[config.mk]
export PLATFORM = sky130hd
export DESIGN_NAME = sigma_delta_mod
export DESIGN_NICKNAME = d
export VERILOG_FILES = /design/src/rtl/sigma_delta_mod_pkg.sv /design/src/rtl/sigma_delta_mod_loop.sv /design/src/rtl/sigma_delta_mod.sv
export SDC_FILE = /design/constraint.sdc
export NUM_CORES = 1
export LEC_CHECK = 0
export BUFFER_PORTS_ARGS = -buffer_cell sky130_fd_sc_hd__buf_2
export CORE_MARGIN = 3
export CORE_UTILIZATION = 58
export CTS_BUF_LIST = sky130_fd_sc_hd__clkbuf_2 sky130_fd_sc_hd__clkbuf_4 sky130_fd_sc_hd__clkbuf_8
export CTS_CLUSTER_SIZE = 10
export DETAILED_ROUTE_END_ITERATION = 8
export PLACE_DENSITY_LB_ADDON = 0.2
export REMOVE_ABC_BUFFERS = 1
export SLEW_MARGIN = 20
export SYNTH_ARGS = -nofsm -noshare
export SYNTH_HDL_FRONTEND = slang
export SYNTH_SLANG_ARGS = --single-unit
[constraint.sdc]
create_clock -name clk_i -period 5.8 [get_ports clk_i]
set_input_delay 1.16 -clock clk_i [delete_from_list [all_inputs] [get_ports clk_i]]
set_output_delay 1.16 -clock clk_i [all_outputs]
set_load 0.05 [all_outputs]
[src/rtl/sigma_delta_mod_pkg.sv]
// Shared constants and types for the sigma-delta modulator.
//   DEF_DATA_WIDTH / DEF_OVERSAMPLE : parameter defaults (oversample matches the CIC decimation factor)
//   INT_GUARD / INT_WIDTH           : second-order integrator width is W + 4 signed bits
//   order_e                         : loop order selector
package sigma_delta_mod_pkg;

    localparam int DEF_DATA_WIDTH = 8;
    localparam int DEF_OVERSAMPLE = 10;
    localparam int INT_GUARD      = 4;
    localparam int INT_WIDTH      = DEF_DATA_WIDTH + INT_GUARD;

    typedef enum logic {
        ORDER1 = 1'b0,
        ORDER2 = 1'b1
    } order_e;

    // Integrator width for an arbitrary sample width.
    function automatic int int_width(input int w);
        return w + INT_GUARD;
    endfunction

endpackage

[src/rtl/sigma_delta_mod_loop.sv]
// Noise-shaping core of the modulator.
//   clk_i, rstn_i : clock, async active-low reset
//   active_i      : unsigned duty code currently being modulated
//   order_i       : 0 = first order accumulator, 1 = second order loop
//   clr_i         : zero all integrators this cycle (bit_o holds)
//   bit_o         : registered output bit, also the loop feedback
//   sat_o         : combinational pulse, a second-order integrator clamps this cycle
module sdm_loop
    import sigma_delta_mod_pkg::*;
#(
    parameter int DATA_WIDTH = DEF_DATA_WIDTH
) (
    input  logic                  clk_i,
    input  logic                  rstn_i,
    input  logic [DATA_WIDTH-1:0] active_i,
    input  logic                  order_i,
    input  logic                  clr_i,
    output logic                  bit_o,
    output logic                  sat_o
);

    localparam int W  = DATA_WIDTH;
    localparam int IW = int_width(W);
    // Two extra bits so raw sums never wrap before the clamp looks at them.
    localparam int EW = IW + 2;
    localparam logic signed [EW-1:0] MAXV = EW'((1 << (IW - 1)) - 1);
    localparam logic signed [EW-1:0] MINV = ~MAXV;
    localparam logic signed [IW-1:0] HALF = IW'(1 << (W - 1));

    logic [W-1:0]          acc;
    logic [W:0]            sum;
    logic signed [IW-1:0]  i1, i2, i1_n, i2_n;
    logic signed [EW-1:0]  y, ext_act, i1_raw, i2_raw;
    logic                  sat1, sat2, second;

    function automatic logic signed [IW-1:0] clamp(input logic signed [EW-1:0] v);
        if (v > MAXV) return MAXV[IW-1:0];
        if (v < MINV) return MINV[IW-1:0];
        return v[IW-1:0];
    endfunction

    assign second = (order_e'(order_i) == ORDER2);

    // First order: carry out of the W-bit phase accumulator is the bit.
    assign sum = {1'b0, acc} + {1'b0, active_i};

    always_comb begin
        y       = '0;
        y[W]    = bit_o;             // feedback is full scale 2^W when the bit is 1
        ext_act = EW'(active_i);
        i1_raw  = EW'(i1) + ext_act - y;
        sat1    = (i1_raw > MAXV) || (i1_raw < MINV);
        i1_n    = clamp(i1_raw);
        i2_raw  = EW'(i2) + EW'(i1_n) - y;
        sat2    = (i2_raw > MAXV) || (i2_raw < MINV);
        i2_n    = clamp(i2_raw);
    end

    assign sat_o = second && !clr_i && (sat1 || sat2);

    always_ff @(posedge clk_i or negedge rstn_i) begin
        if (!rstn_i) begin
            acc   <= '0;
            i1    <= '0;
            i2    <= '0;
            bit_o <= 1'b0;
        end else if (clr_i) begin
            acc <= '0;
            i1  <= '0;
            i2  <= '0;
        end else if (second) begin
            i1    <= i1_n;
            i2    <= i2_n;
            bit_o <= (i2_n >= HALF);
        end else begin
            acc   <= sum[W-1:0];
            bit_o <= sum[W];
        end
    end

endmodule

[src/rtl/sigma_delta_mod.sv]
// Sigma-delta modulator: turns an unsigned W-bit duty code into a 1-bit stream
// with ones density x/2^W, one input sample per OVERSAMPLE clocks.
//   clk_i, rstn_i   : clock, async active-low reset
//   sample_i        : duty code x, with sample_valid_i / sample_ready_o handshake
//   order_i         : loop order, picked up only at sample boundaries
//   clr_i           : clears the sticky flags (a same-cycle set wins)
//   bit_o           : modulated bitstream
//   sample_strobe_o : high in the last cycle of each sample period
//   underrun_o      : sticky, a boundary arrived with no sample pending
//   sat_o           : sticky, a second-order integrator clamped
// OVERSAMPLE is expected to be at least 2.
module sigma_delta_mod
    import sigma_delta_mod_pkg::*;
#(
    parameter int DATA_WIDTH = DEF_DATA_WIDTH,
    parameter int OVERSAMPLE = DEF_OVERSAMPLE
) (
    input  logic                  clk_i,
    input  logic                  rstn_i,
    input  logic [DATA_WIDTH-1:0] sample_i,
    input  logic                  sample_valid_i,
    output logic                  sample_ready_o,
    input  logic                  order_i,
    input  logic                  clr_i,
    output logic                  bit_o,
    output logic                  sample_strobe_o,
    output logic                  underrun_o,
    output logic                  sat_o
);

    localparam int            CW   = (OVERSAMPLE > 1) ? $clog2(OVERSAMPLE) : 1;
    localparam logic [CW-1:0] LAST = CW'(OVERSAMPLE - 1);

    logic [CW-1:0]         cnt;
    logic [DATA_WIDTH-1:0] holding, active;
    logic                  pending, wrap, xfer, loop_clr, loop_sat;
    order_e                order_q;

    assign wrap            = (cnt == LAST);
    // Decoded from the counter, so it is 0 while the counter sits in reset.
    assign sample_strobe_o = wrap;
    // The holding slot frees up at the boundary, so a new sample may land
    // in the same cycle the old one moves to active.
    assign sample_ready_o  = !pending || wrap;
    assign xfer            = sample_valid_i && sample_ready_o;
    assign loop_clr        = wrap && (order_e'(order_i) != order_q);

    always_ff @(posedge clk_i or negedge rstn_i) begin
        if (!rstn_i) begin
            cnt     <= '0;
            holding <= '0;
            active  <= '0;
            pending <= 1'b0;
            order_q <= ORDER1;
        end else begin
            cnt <= wrap ? '0 : cnt + 1'b1;
            if (wrap) begin
                order_q <= order_e'(order_i);
                if (pending) active <= holding;  // otherwise last value repeats
            end
            if (xfer) holding <= sample_i;
            if (xfer)      pending <= 1'b1;
            else if (wrap) pending <= 1'b0;
        end
    end

    always_ff @(posedge clk_i or negedge rstn_i) begin
        if (!rstn_i) begin
            underrun_o <= 1'b0;
            sat_o      <= 1'b0;
        end else begin
            if (wrap && !pending) underrun_o <= 1'b1;
            else if (clr_i)       underrun_o <= 1'b0;
            if (loop_sat)         sat_o <= 1'b1;
            else if (clr_i)       sat_o <= 1'b0;
        end
    end

    sdm_loop #(
        .DATA_WIDTH(DATA_WIDTH)
    ) u_loop (
        .clk_i    (clk_i),
        .rstn_i   (rstn_i),
        .active_i (active),
        .order_i  (order_q),
        .clr_i    (loop_clr),
        .bit_o    (bit_o),
        .sat_o    (loop_sat)
    );

endmodule
Word level (Yosys, flattened, before mapping)
Cells that the tools add are included.
{"block": "word_totals", "register_bits": 57, "input_bits": 13, "output_inout_bits": 5, "elab_cells": 68}
{"block": "op_classes", "add_sub_neg": 6, "n_lt_le_gt_ge": 5, "n_eq_ne": 3, "mux": 27, "n_reduce_logical": 16}
{"operator": "$mux W12", "count": 12}
{"operator": "$gt A14 B12 Y1 const B", "count": 2}
{"operator": "$lt A14 B12 Y1 const B", "count": 2}
{"operator": "$sub A14 B10 Y14", "count": 2}
{"operator": "$mux W8", "count": 2}
{"operator": "$add A12 B12 Y13", "count": 1}
{"operator": "$add A12 B9 Y13", "count": 1}
{"operator": "$ge A12 B9 Y1 const B", "count": 1}
{"operator": "$mux W1", "count": 12}
{"operator": "$add A8 B8 Y9", "count": 1}
{"operator": "$reduce_bool A2 Y1", "count": 4}
{"operator": "$logic_and A1 B1 Y1", "count": 5}
{"operator": "$add A4 B1 Y4 const B", "count": 1}
{"operator": "$eq A4 B4 Y1 const B", "count": 1}
{"operator": "$logic_or A1 B1 Y1", "count": 4}
{"operator": "$mux W4", "count": 1}
{"operator": "$logic_not A1 Y1", "count": 2}
{"operator": "$ne A2 B1 Y1 const B", "count": 1}
{"operator": "$reduce_and A2 Y1", "count": 1}
{"operator": "$ne A1 B1 Y1", "count": 1}

Logic depth before layout (Yosys ltp)
{"block": "logic_depth", "word_depth": 16, "mapped_depth": 31, "depth_no_buf": 29}

Cells and area by module
Synthesis repeated with hierarchy kept, for this count alone.
{"block": "unflattened", "cells_unflattened": 445, "hier_area_um2": 4154.0}
{"mod": "sdm_loop", "n_inst": 1, "cells_per_inst": 380, "area_per_inst_um2": 3196.8, "seq_area_each_um2": 825.8}
{"mod": "sigma_delta_mod", "n_inst": 1, "cells_per_inst": 65, "area_per_inst_um2": 957.2, "seq_area_each_um2": 600.6}

Worst setup path after synthesis
Ideal clock, no wire load.
{"block": "synth_path", "path_kind": "reg-to-reg", "start": "reg active[0]", "end": "reg u_loop.i2[7]", "setup_time_ps": 126, "t_arrival_ps": 5697, "required_ps": 5674, "path_slack_ps": -23, "path_stages_with_launch": 32, "path_buffers": 2, "period_less_slack_ps": 5823, "path_cell_list": "dfrtp_1 ha_1 inv_1 fa_1 nor2b_1 o31a_1 o21ai_2 xor2_1 ha_1 inv_1 a211oi_1 a222oi_1 buf_4 a21oi_1 nor2_1 ha_1 inv_1 fa_1 nand2b_1 a21oi_1 o21ai_0 nand2_1 xnor2_1 ha_1 nand2b_1 a2111oi_2 nor3_1 nor2_2 o21ai_2 and2_1 buf_6 a221o_1"}
{"block": "synth_via", "elab_chain_cells": 16, "elab_cells_between_ends": 22, "cone_classes": "4 x add/sub; 4 x order compare; 14 x mux"}
{"element": "start: declaration", "line_no": "sigma_delta_mod.sv:35", "rtl": "logic [DATA_WIDTH-1:0] holding, active;"}
{"element": "start signal: assignment", "line_no": "sigma_delta_mod.sv:59", "rtl": "if (pending) active <= holding;"}
{"element": "$add A12 B9 Y13 *", "line_no": "sigma_delta_mod_loop.sv:51", "rtl": "i1_raw = EW'(i1) + ext_act - y;"}
{"element": "$sub A14 B10 Y14 *", "line_no": "sigma_delta_mod_loop.sv:51"}
{"element": "$lt A14 B12 Y1", "line_no": "sigma_delta_mod_loop.sv:38", "rtl": "if (v < MINV) return MINV[IW-1:0];"}
{"element": "$mux W1 (2 in series)", "line_no": "sigma_delta_mod_loop.sv:38"}
{"element": "$mux W12", "line_no": "sigma_delta_mod_loop.sv:39", "rtl": "return v[IW-1:0];"}
{"element": "$mux W12 *", "line_no": "sigma_delta_mod_loop.sv:38"}
{"element": "$add A12 B12 Y13 *", "line_no": "sigma_delta_mod_loop.sv:54", "rtl": "i2_raw = EW'(i2) + EW'(i1_n) - y;"}
{"element": "$sub A14 B10 Y14 *", "line_no": "sigma_delta_mod_loop.sv:54"}
{"element": "$lt A14 B12 Y1", "line_no": "sigma_delta_mod_loop.sv:38"}
{"element": "$mux W1 (2 in series)", "line_no": "sigma_delta_mod_loop.sv:38"}
{"element": "$mux W12", "line_no": "sigma_delta_mod_loop.sv:39"}
{"element": "$mux W12 *", "line_no": "sigma_delta_mod_loop.sv:38"}
{"element": "$mux W12 *", "line_no": "sigma_delta_mod_loop.sv:71", "rtl": "end else if (second) begin"}
{"element": "$mux W12 *", "line_no": "sigma_delta_mod_loop.sv:67", "rtl": "end else if (clr_i) begin"}
{"element": "end signal: assignment", "line_no": "sigma_delta_mod_loop.sv:73", "rtl": "i2 <= i2_n;"}
{"element": "end: declaration", "line_no": "sigma_delta_mod_loop.sv:32", "rtl": "logic signed [IW-1:0] i1, i2, i1_n, i2_n;"}
Mark *: on every way between the ends. The rest lies on a longest branch, timed or not. The select of a mux whose other input is x is not followed.
A chain may end at the register's enable or synchronous reset.

Final worst setup path
{"block": "layout_path", "start": "reg active[2]", "end": "reg u_loop.i2[7]"}
Same word-level chain as after synthesis.

==> flow_summary.json <==
{
  "initial_core_util": 0.611,
  "hpwl_mm": 6.46,
  "layout_min_cycle_time_ns": 5.50,
  "start_kind": "flop",
  "reg2reg_from": "active[2]",
  "crit_end": "u_loop.i2[7]",
  "drive_gt1_frac": 0.246,
  "ant_nets": 0,
  "clk_path_buf_depth": 2,
  "tightest_slew_ns": 0.905,
  "min_from": "pending",
  "crit_fanout": 9,
  "cts-htree-levels": 3,
  "ys_async_sr_fraction": 1.00,
  "nets": 498,
  "drtIter0Drc": 121,
  "ys.flop_type": "dfrtp_1",
  "fill_cells": 495,
  "avgSynthCellArea_sq_um": 9.65,
  "multi_input_area_sq_um": 2500,
  "yosysWarnings": 0,
  "track_usage": 0.254,
  "holdWs_ns": 0.476,
  "diodes": 0,
  "min_period_over_period": 0.948,
  "synth_edf_count": 0,
  "cts.clk_slew.worst_paths_ns": 0.07,
  "synth_area_sq_um": 3950,
  "fmax_ghz": 0.182,
  "synth_cells": 409,
  "slew_headroom": 0.392,
  "yosysTopAreaCellShare": 0.361,
  "die-area_sq_um": 7830,
  "synth_top_area_cell": "dfrtp_1",
  "synth_area_leaders": "dfrtp_1, ha_1, mux2_2, xnor2_1, a21oi_1",
  "grt_pass1_vias": 3284,
  "crit_arrival_ns": 5.72,
  "finalSetupTns_ns": 0,
  "reg2reg_depth": 22,
  "crit_type": "reg -> reg",
  "skew_ns": 0.0102,
  "clk_latency_ns": 0.34,
  "syn_to_final_growth_pct": 16.1,
  "place.gp.congestion": 0.960,
  "final-seq-area_sq_um": 1430,
  "firstDrtPassIters": 4,
  "end_kind": "flop",
  "wl_per_cell_um": 16.9,
  "yosys.cell_count.top_type": "dfrtp_1",
  "grt_pass1_wl_mm": 15.3,
  "synth_seq_cells": 57,
  "overflow": 0,
  "io_buffers": 17,
  "ys_seq_area_frac": 0.361,
  "root_buffer": "clkbuf_8",
  "final_core_util": 0.709,
  "die_h_um": 88.5,
  "drt_wl_total_mm": 8.99,
  "status": "complete, no violations",
  "setup_viol": 0,
  "ios": 18,
  "std_cell_rows": 29,
  "die_width_um": 88.5,
  "vias": 3211,
  "hold_violations": 0,
  "worstHoldPathType": "reg -> reg",
  "via_per_inst": 6.02,
  "max_cap_violations": 0,
  "antenna_found_initial": 0,
  "crit_path_start": "active[2]",
  "numCtsBuffers": 9,
  "grt_max_degree": 58,
  "cts_sinks": 57,
  "r2r_slack_ns": 0.30,
  "worstPathRequired_ns": 6.02,
  "yosysUniqueCellTypes": 59,
  "core-area_sq_um": 6460,
  "netlist_top_cells_count": "dfrtp_1, a21oi_1, ha_1",
  "reg2reg_to": "u_loop.i2[7]",
  "drc": 0,
  "drv_slew": 0,
  "cts_tree": "yes"
}
==> worst max-delay path, cell delays in order (launching register included) <==
cell      delay (ns)
dfrtp_1         0.40
ha_1            0.36
nor2b_2         0.18
o31a_1          0.30
o21ai_2         0.18
xor2_1          0.18
ha_2            0.20
inv_2           0.06
a211oi_2        0.25
a222oi_1        0.15
buf_4           0.17
buf_4           0.14
maj3_1          0.40
ha_4            0.30
buf_4           0.11
nor2_1          0.03
o21ai_0         0.51
nand2_1         0.23
o21ai_1         0.26
xnor2_2         0.24
o21ai_2         0.14
and2_4          0.24
a221o_1         0.32
==> layer usage <==
layer  up-vias  global-route usage  wire length [um]
met5         -                   0                 0
met4         0               0.110               221
met3        20              0.0568               378
met2        69               0.400              4260
met1      1532               0.337              4130
li1       1590                   -                 -
==> cells by family (layout without fill, tap and decap cells) <==
logic type / Yosys count / count (layout) / synth area share
compound gates: 132 / 132 / 0.235
xor+xnor: 24 / 24 / 0.0552
fa+ha+maj: 39 / 39 / 0.126
buf+inv: 34 / 81 / 0.0368
flops: 57 / 57 / 0.361
mux: 17 / 17 / 0.0482
simple gates: 106 / 106 / 0.138
==> placed cells by master (no fill, tap or decap), types with 9 or more instances in the layout <==
cell type,n
buf_4,26
inv_1,21
dfrtp_1,57
buf_2,17
a21oi_1,30
nor2_1,23
xnor2_1,19
ha_1,25
clkbuf_8,9
a221o_1,13
o21ai_0,24
a21o_1,9
a22o_1,9
nand2_1,30
mux2_2,16
nand2b_1,9
==> flip-flops by register name, indices dropped and copies added (netlist names) <==
name	cells
active	8
cnt	4
holding	8
order_q	1
pending	1
sat_o	1
u_loop.acc	8
u_loop.bit_o	1
u_loop.i1	12
u_loop.i2	12
underrun_o	1
==> worst min path at each step <==
stage	end	slack, ns	depth (start not counted)
finish	underrun_o	0.48	1
global route	underrun_o	0.50	1
CTS	underrun_o	0.47	1
detailed placement	underrun_o	0.46	1
global placement	underrun_o	0.45	1
floorplan	underrun_o	0.44	1
==> layout make-up <==
type,instances,share of cell area
Clock buffer,11,0.0303
Clock inverter,5,0.0123
Inverter,22,0.0180
Multi-Input combinational cell,318,0.546
Sequential cell,57,0.311
Tap cell,77,0.0210
Timing Repair Buffer,43,0.0612
==> stage by stage <==
stage	area (sq um)	setup slack, ns	cells
2_1_floorplan	3880	-0.596	397
3_3_place_gp	4210	-0.00946	509
3_5_place_dp	4210	-0.164	509
4_1_cts	4450	0.00998	528
5_1_grt	4580	-0.0714	533
6_report	4580	0.299	533
==> repair_timing <==
item	in CTS	in global routing
setup buffers	3	6
endpoints found under the hold margin	0	0
hold buffers	0	0
resized for setup	7	22
setup endpoints to repair	12	14
pin swaps	1	12
Power is left out: the tool's default activity adds up to more than one toggle a clock period on the data nets, which glitch-free logic cannot reach.
